==> src/rtl/bram_arb_pkg.sv <==
// Shared definitions for the BRAM access arbiter.
// Contents: maximum requester count, a clog2 pointer-width helper and
// slice-index helpers for the flattened per-requester address/data buses.
package bram_arb_pkg;

  localparam int unsigned MaxNumReq = 8;

  // Bits needed to hold an index in 0..n-1 (at least 1).
  function automatic int unsigned clog2(input int unsigned n);
    int unsigned r;
    r = 1;
    for (int unsigned i = 1; i < 32; i++) begin
      if ((32'd1 << i) < n) r = i + 1;
    end
    return r;
  endfunction

  // Low bit of slice idx in a bus of width-bit slices.
  function automatic int unsigned slice_lo(input int unsigned idx, input int unsigned width);
    return idx * width;
  endfunction

endpackage

==> src/rtl/rr_priority_pick.sv <==
// Combinational round-robin pick.
// Ports:
//   req     - request vector
//   last    - index of the most recently granted requester
//   win     - one-hot winner (zero when nothing is requested)
//   win_idx - index of the winner (0 when nothing is requested)
//   win_any - at least one request is asserted
module rr_priority_pick #(
  parameter int unsigned NUM_REQ = 4,
  parameter int unsigned PTR_W   = 2
) (
  input  logic [NUM_REQ-1:0] req,
  input  logic [PTR_W-1:0]   last,
  output logic [NUM_REQ-1:0] win,
  output logic [PTR_W-1:0]   win_idx,
  output logic               win_any
);

  always_comb begin
    int unsigned idx;
    idx     = 0;
    win     = '0;
    win_idx = '0;
    win_any = 1'b0;
    // Search last+1, last+2, ... wrapping; last itself is checked last.
    for (int unsigned off = 1; off <= NUM_REQ; off++) begin
      idx = (32'(last) + off) % NUM_REQ;
      if (!win_any && req[idx]) begin
        win_any  = 1'b1;
        win_idx  = PTR_W'(idx);
        win[idx] = 1'b1;
      end
    end
  end

endmodule

==> src/rtl/bram_access_arbiter.sv <==
// Round-robin arbiter sharing one dual-port block RAM between NUM_REQ
// requesters, one access (read or write) per cycle.
// Ports:
//   clk, rst          - clock (also the RAM clocks) and synchronous active-high reset
//   req/req_we/req_lock, req_addr/req_wdata - per-requester request fields (flattened)
//   gnt               - combinational one-hot grant
//   rvalid, rdata     - registered one-hot read-valid, read data from the RAM
//   ram_*             - RAM port drive; ram_dout is the RAM output register
module bram_access_arbiter
  import bram_arb_pkg::*;
#(
  parameter int unsigned NUM_REQ    = 4,
  parameter int unsigned DATA_WIDTH = 16,
  parameter int unsigned ADDR_WIDTH = 10
) (
  input  logic                          clk,
  input  logic                          rst,
  input  logic [NUM_REQ-1:0]            req,
  input  logic [NUM_REQ-1:0]            req_we,
  input  logic [NUM_REQ-1:0]            req_lock,
  input  logic [NUM_REQ*ADDR_WIDTH-1:0] req_addr,
  input  logic [NUM_REQ*DATA_WIDTH-1:0] req_wdata,
  output logic [NUM_REQ-1:0]            gnt,
  output logic [NUM_REQ-1:0]            rvalid,
  output logic [DATA_WIDTH-1:0]         rdata,
  output logic [DATA_WIDTH-1:0]         ram_din,
  output logic [ADDR_WIDTH-1:0]         ram_waddr,
  output logic [ADDR_WIDTH-1:0]         ram_raddr,
  output logic                          ram_write_en,
  output logic                          ram_read_en,
  input  logic [DATA_WIDTH-1:0]         ram_dout
);

  localparam int unsigned PtrW = clog2(NUM_REQ);
  localparam logic [NUM_REQ-1:0] OneHot0 = NUM_REQ'(1);

  logic [PtrW-1:0]    last_q, last_d;
  logic               lock_q, lock_d;
  logic [NUM_REQ-1:0] rvalid_q, rvalid_d;

  logic [NUM_REQ-1:0] pick_win;
  logic [PtrW-1:0]    pick_idx;
  logic               pick_any;

  logic               lock_hit;
  logic               grant_any;
  logic [PtrW-1:0]    gnt_idx;
  logic               gnt_we;
  logic [PtrW-1:0]    sel_idx;

  rr_priority_pick #(
    .NUM_REQ (NUM_REQ),
    .PTR_W   (PtrW)
  ) u_pick (
    .req     (req),
    .last    (last_q),
    .win     (pick_win),
    .win_idx (pick_idx),
    .win_any (pick_any)
  );

  always_comb begin
    // A locked previous grant keeps priority only while it is still requesting.
    lock_hit  = lock_q & req[last_q];
    grant_any = ~rst & (lock_hit | pick_any);
    gnt_idx   = lock_hit ? last_q : pick_idx;
    gnt_we    = req_we[gnt_idx];
    gnt       = grant_any ? (OneHot0 << gnt_idx) : '0;

    last_d   = grant_any ? gnt_idx : last_q;
    lock_d   = grant_any ? req_lock[gnt_idx] : lock_q;
    rvalid_d = (grant_any && !gnt_we) ? gnt : '0;

    ram_write_en = grant_any & gnt_we;
    ram_read_en  = grant_any & ~gnt_we;
  end

  // Idle cycles drive requester 0's slices onto the RAM port.
  always_comb begin
    sel_idx   = grant_any ? gnt_idx : '0;
    ram_din   = req_wdata[DATA_WIDTH-1:0];
    ram_waddr = req_addr[ADDR_WIDTH-1:0];
    for (int unsigned i = 0; i < NUM_REQ; i++) begin
      if (sel_idx == PtrW'(i)) begin
        ram_din   = req_wdata[slice_lo(i, DATA_WIDTH) +: DATA_WIDTH];
        ram_waddr = req_addr[slice_lo(i, ADDR_WIDTH) +: ADDR_WIDTH];
      end
    end
    ram_raddr = ram_waddr;
  end

  always_ff @(posedge clk) begin
    if (rst) begin
      last_q   <= PtrW'(NUM_REQ - 1);
      lock_q   <= 1'b0;
      rvalid_q <= '0;
    end else begin
      last_q   <= last_d;
      lock_q   <= lock_d;
      rvalid_q <= rvalid_d;
    end
  end

  // Masking with rst drops the return of a read granted just before reset.
  assign rvalid = rst ? '0 : rvalid_q;
  assign rdata  = ram_dout;

endmodule

==> config.mk <==
export PLATFORM = sky130hd
export DESIGN_NAME = bram_access_arbiter
export DESIGN_NICKNAME = d
export VERILOG_FILES = /design/src/rtl/bram_arb_pkg.sv /design/src/rtl/rr_priority_pick.sv /design/src/rtl/bram_access_arbiter.sv
export SDC_FILE = /design/constraint.sdc
export NUM_CORES = 1
export LEC_CHECK = 0
export ABC_AREA = 1
export CORE_MARGIN = 2
export CORE_UTILIZATION = 27
export CTS_CLUSTER_SIZE = 8
export DETAILED_ROUTE_END_ITERATION = 10
export PLACE_DENSITY = 0.8
export SYNTH_ARGS = -nofsm -noshare
export SYNTH_HDL_FRONTEND = slang
export SYNTH_SLANG_ARGS = --single-unit
==> constraint.sdc <==
create_clock -name clk -period 2.38 [get_ports clk]
set_input_delay 0.476 -clock clk [delete_from_list [all_inputs] [get_ports clk]]
set_output_delay 0.476 -clock clk [all_outputs]
set_load 0.05 [all_outputs]
; ---- After elaboration in Yosys (flattened, before gate mapping)
; Index checks and enable logic that the tools add are counted.
[word_totals]
reg_bits = 7
elab_cells = 66
inputBits = 134
[op_classes]
shift = 1
add_sub_neg = 4
n_lt_le_gt_ge = 6
eq_ne = 3
n_bitwise = 8
reduce_logical = 9
n_mux = 32
[op_table]
columns = op, count
row1 = $mux W16, 3
row2 = $mux W10, 3
row3 = $lt A2 B3 Y1 const B, 6
row4 = $bmux W1 S2, 7
row5 = $mux W2, 6
row6 = $mux W1, 11
row7 = $mux W4, 2
row8 = $add A2 B1 Y2 const B, 2
row9 = $add A2 B2 Y2 const B, 2
row10 = $and A1 B1 Y1, 4
row11 = $eq A2 B2 Y1 const B, 2
row12 = $logic_and A1 B1 Y1, 4
row13 = $logic_not A1 Y1, 4
row14 = $shl A1 B2 Y4 const A, 1
row15 = $not A1 Y1, 3
row16 = $eq A2 B1 Y1 const B, 1
row17 = $reduce_or A2 Y1, 1
row18 = $or A1 B1 Y1, 1

; ---- Depth between registers and ports, before layout
[depth]
ltp_word = 20
depth_mapped = 19

; ---- Hierarchy
; A second synthesis with hierarchy kept.
[unflattened]
hier_cells = 415
area_unflattened_um2 = 2318.5
[modules_own_cells]
columns = mod, area_per_inst_um2, n_inst, cells_each
row1 = bram_access_arbiter, 1783.0, 1, 334
row2 = rr_priority_pick, 535.5, 1, 81

; ---- Worst setup path before layout
; No wires, ideal clock.
[synth_timing]
path_kind = flip-flop to output port
start = register last_q[1]
end = output port gnt[0]
required_time_ns = 1.904
stages_incl_launch_ff = 13
arrival_ns = 2.437
n_path_buf = 0
slack_ns = -0.533
path_cell_list = dfxtp_1 > inv_2 > nand2_1 > nand2_1 > nand2_1 > nand2_2 > nor2_2 > nand3_2 > nand2_1 > nand2_1 > nand2_4 > inv_1 > nor3_1
[synth_via]
elab_chain_len = 16
elab_cells_between_ends = 34
cone_classes = add/sub (4) / shift (1) / mux (20) / bitwise (3) / reduce/logical (6)
[synth_lines]
columns = element, line_no
row1 = start: declaration, bram_access_arbiter.sv:37  ; logic [PtrW-1:0] last_q, last_d;
row2 = start signal: assignment, bram_access_arbiter.sv:94  ; last_q <= PtrW'(NUM_REQ - 1);
row3 = start signal: assignment, bram_access_arbiter.sv:98  ; last_q <= last_d;
row4 = $add A2 B1 Y2, rr_priority_pick.sv:27  ; idx = (32'(last) + off) % NUM_REQ;
row5 = $bmux W1 S2, rr_priority_pick.sv:28  ; if (!win_any && req[idx]) begin
row6 = $mux W1 (not written as such), rr_priority_pick.sv:28
row7 = $mux W1, rr_priority_pick.sv:28
row8 = $logic_not A1 Y1, rr_priority_pick.sv:28
row9 = $logic_and A1 B1 Y1, rr_priority_pick.sv:28
row10 = $mux W1, rr_priority_pick.sv:28
row11 = $logic_not A1 Y1, rr_priority_pick.sv:28
row12 = $logic_and A1 B1 Y1, rr_priority_pick.sv:28
row13 = $mux W1, rr_priority_pick.sv:28
row14 = $logic_not A1 Y1, rr_priority_pick.sv:28
row15 = $logic_and A1 B1 Y1, rr_priority_pick.sv:28
row16 = $mux W2 or $mux W1 (tied branches), rr_priority_pick.sv:28
row17 = $mux W2 or $or A1 B1 Y1 (tied branches), "bram_access_arbiter.sv:66, bram_access_arbiter.sv:65"
row18 = $shl A1 B2 Y4 or $and A1 B1 Y1 (tied branches), "bram_access_arbiter.sv:68, bram_access_arbiter.sv:65"
row19 = $mux W4 (*), bram_access_arbiter.sv:68  ; gnt = grant_any ? (OneHot0 << gnt_idx) : '0;
row20 = end: declaration, bram_access_arbiter.sv:23  ; output logic [NUM_REQ-1:0] gnt,
; Every way passes the cells marked *; elsewhere a longest branch is shown, timed or not. The select of a mux whose other input is x is not followed.

; ---- Worst setup path after layout
[layout_timing]
start = input port req[3]
end = output port ram_raddr[6]
[layout_via]
elab_chain_len = 19
elab_cells_between_ends = 35
cone_classes = eq/ne (3) / mux (23) / bitwise (3) / reduce/logical (6)
[layout_lines]
columns = element, line_no
row1 = start: declaration, bram_access_arbiter.sv:18  ; input logic [NUM_REQ-1:0] req,
row2 = $bmux W1 S2, rr_priority_pick.sv:28
row3 = $mux W1 (not written as such), rr_priority_pick.sv:28
row4 = $mux W1, rr_priority_pick.sv:28
row5 = $logic_not A1 Y1, rr_priority_pick.sv:28
row6 = $logic_and A1 B1 Y1, rr_priority_pick.sv:28
row7 = $mux W1, rr_priority_pick.sv:28
row8 = $logic_not A1 Y1, rr_priority_pick.sv:28
row9 = $logic_and A1 B1 Y1, rr_priority_pick.sv:28
row10 = [2 not listed], -
row11 = $logic_and A1 B1 Y1, rr_priority_pick.sv:28
row12 = $mux W1, rr_priority_pick.sv:28
row13 = $or A1 B1 Y1, bram_access_arbiter.sv:65  ; grant_any = ~rst & (lock_hit | pick_any);
row14 = $and A1 B1 Y1, bram_access_arbiter.sv:65
row15 = $mux W2 (*), bram_access_arbiter.sv:80  ; sel_idx = grant_any ? gnt_idx : '0;
row16 = $eq A2 B1 Y1, bram_access_arbiter.sv:84  ; if (sel_idx == PtrW'(i)) begin
row17 = $mux W10 (2 in series), bram_access_arbiter.sv:84
row18 = $mux W10 (*), bram_access_arbiter.sv:84
row19 = end: declaration, bram_access_arbiter.sv:28  ; output logic [ADDR_WIDTH-1:0] ram_raddr,
; Marks and branches as above.

==> results.json <==
{
  "drive_above_1_share": 0.506,
  "nNetsFinal": 700,
  "area_delta_synth_final_pct": 175,
  "syn_nets": 507,
  "violations": "setup timing",
  "crit-reg2reg-launch": "last_q[0]",
  "cts.sinks": 7,
  "vias": 3234,
  "endpoint_kind": "primary output",
  "worst_slack_ns": -0.614,
  "rrSetupSlack_ns": 0.14,
  "final_util": 0.763,
  "synth_cell_types": 27,
  "rsz0062_at_grt": "yes",
  "drv_slew": 0,
  "clk_pin_slew_ns": 0.04,
  "grt_antenna_before_repair": 0,
  "drt-initial-drc-count": 77,
  "worstSkewPairLatency_ns": 0.23,
  "diodes": 0,
  "netlist_area_sq_um": 1860,
  "grt_usage": 0.261,
  "rows": 30,
  "cts_tree": "done",
  "hold_start": "lock_q",
  "min_to": "lock_q",
  "yosysSeqAreaShare": 0.0752,
  "crit_buf_inv": 9,
  "first_pass_iters": 6,
  "gp_congestion": 0.886,
  "die_area_sq_um": 7580,
  "layout.cells.most_common": "clkdlybuf4s50_1",
  "r2r_cells": 19,
  "worst_slew_pin_slew_ns": 0.277,
  "viasPerCell": 5.01,
  "finalSetupViolations": 42,
  "drt_wl_total_mm": 10.6,
  "critPathKind": "input pin to primary output",
  "hold_buffers": 0,
  "startpoint_type": "input pin",
  "cap_viol_max_count": 0,
  "drcViolationCount": 0,
  "wl_per_cell_microns": 16.4,
  "htreeDepth": 1,
  "synth-seq-cells": 7,
  "grt_pass1_wl_mm": 15.5,
  "placed_area_sq_um": 3850,
  "cts-root-buf": "clkbuf_8",
  "fin_worst_skew_ns": 0.000278,
  "status": "finished, violations left",
  "slowest_delay_ns": 0.20,
  "tns_ns": -23.80,
  "most-common-layout-cells": "clkdlybuf4s50_1 (113), nand2_1 (87), nand2_2 (69), nand2_4 (47)",
  "cp_data_arrival_time_ns": 2.52,
  "fmax_mhz": 334,
  "grt_max_degree": 27,
  "io_pins": 196,
  "avgSynthCellArea_sq_um": 4.99,
  "overflow": 0,
  "clk_path_buf_depth": 2,
  "die_width_microns": 87.1,
  "first_global_vias": 3461,
  "critical-path-slowest-cell": "clkdlybuf4s15_2",
  "hold_viol": 0,
  "final_antenna_net_count": 0,
  "final_area_sq_um": 5130,
  "hold_class": "flip-flop to flip-flop",
  "worst_hold_path.num_cells": 2,
  "worstPathRequired_ns": 1.90,
  "die_y_microns": 87.1,
  "numPortBuffers": 163,
  "yosysWarnings": 0,
  "nFillCells": 440,
  "initial_core_util": 0.277,
  "cpLargestDelayFamily": "buffers and inverters",
  "cp_max_fo": 7,
  "numCtsBuffers": 3,
  "min_period_ns": 2.99,
  "max_slew_margin": 0.815,
  "dp_hpwl_mm": 6.42,
  "core_area_sq_um": 6720,
  "cp_cell_sequence": "clkdlybuf4s15_2, inv_1, nand2_1, nand2_2, nor2_4, buf_4, buf_4, buf_4, nand2_4, inv_2, a21oi_4, buf_12, buf_12, nand2_8, nand2_2, nand3_2, nand2_2, nand2_4, buf_8",
  "finalCritPeriodShare": 1.26,
  "r2r_end": "rvalid_q[1]",
  "syn_inst": 373
}
==> registers in the layout, summed over array words and instances, names as in the netlist <==
signal and count:
last_q 2, lock_q 1, rvalid_q 4
==> kinds of logic after synthesis <==
group	share of synthesized area
AO/OA/AOI/OAI	0.0537
flip-flops	0.0752
buffers and inverters	0.214
AND/OR/NAND/NOR	0.657
==> final cells by class <==
class,instances,area [sq um],share of cell area
Clock buffer,4,45.0,0.00878
Inverter,24,121,0.0237
Multi-Input combinational cell,303,2100,0.410
Sequential cell,7,145,0.0283
Tap cell,80,100,0.0195
Timing Repair Buffer,227,2620,0.510
==> per-layer routing <==
layer / vias up / part of all wire / GRT usage
li1: 1533 / - / -
met1: 1501 / 0.34 / 0.264
met2: 147 / 0.56 / 0.503
met3: 53 / 0.053 / 0.0360
met4: 0 / 0.044 / 0.145
met5: - / 0 / 0
==> synthesized netlist by cell type (all sizes together) <==
library cell	number	share of area
a21boi	1	0.0040
a21oi	5	0.026
buf	42	0.16
clkinv	1	0.0020
dfxtp	7	0.075
inv	23	0.048
nand2	204	0.43
nand3	62	0.17
nand3b	1	0.0040
nor2	17	0.045
nor3	1	0.0027
o211ai	2	0.0081
o21ai	6	0.016
or2	1	0.0034
==> through the flow <==
| step | worst slack, ns | instances | hold WS (ns) |
|---|---|---|---|
| after global placement | -0.771 | 611 | 0.493 |
| final | -0.614 | 645 | 0.550 |
| after global routing | -0.699 | 645 | 0.580 |
| after detailed placement | -0.811 | 611 | 0.517 |
| after floorplan | -0.205 | 373 | 0.469 |
| after CTS | -0.475 | 643 | 0.542 |
==> worst reg2reg max path: stages, from the launching register on <==
cell,delay [ns]
dfxtp_4,0.35
buf_6,0.13
clkinv_8,0.06
nand2_2,0.08
nand2_2,0.11
nor2_4,0.05
buf_4,0.13
buf_4,0.12
buf_4,0.13
nand2_4,0.07
inv_2,0.05
a21oi_4,0.15
buf_12,0.15
buf_12,0.12
nand2_8,0.07
buf_4,0.14
inv_4,0.05
buf_4,0.09
nand3_1,0.08
inv_2,0.05
==> worst max path at each step <==
stage,from,end,slack (ns),cells past startpoint
3_5_place_dp,req[0],ram_din[2],-0.81,15
2_1_floorplan,req[2],ram_waddr[5],-0.21,16
6_report,req[3],ram_raddr[6],-0.61,19
5_1_grt,req[3],ram_raddr[9],-0.70,19
3_3_place_gp,req[2],ram_din[1],-0.77,17
4_1_cts,last_q[0],ram_raddr[6],-0.48,19
==> repair_timing <==
item / CTS / global route
endpoints found under the setup margin: 47 / 43
gates resized for setup: 179 / 66
pin swaps: 38 / 33
setup buffers: 21 / 4
gates cloned: 7 / 0
Power is not shown: default switching activity piles up to over one toggle a cycle in this logic, so the estimate is an artifact.
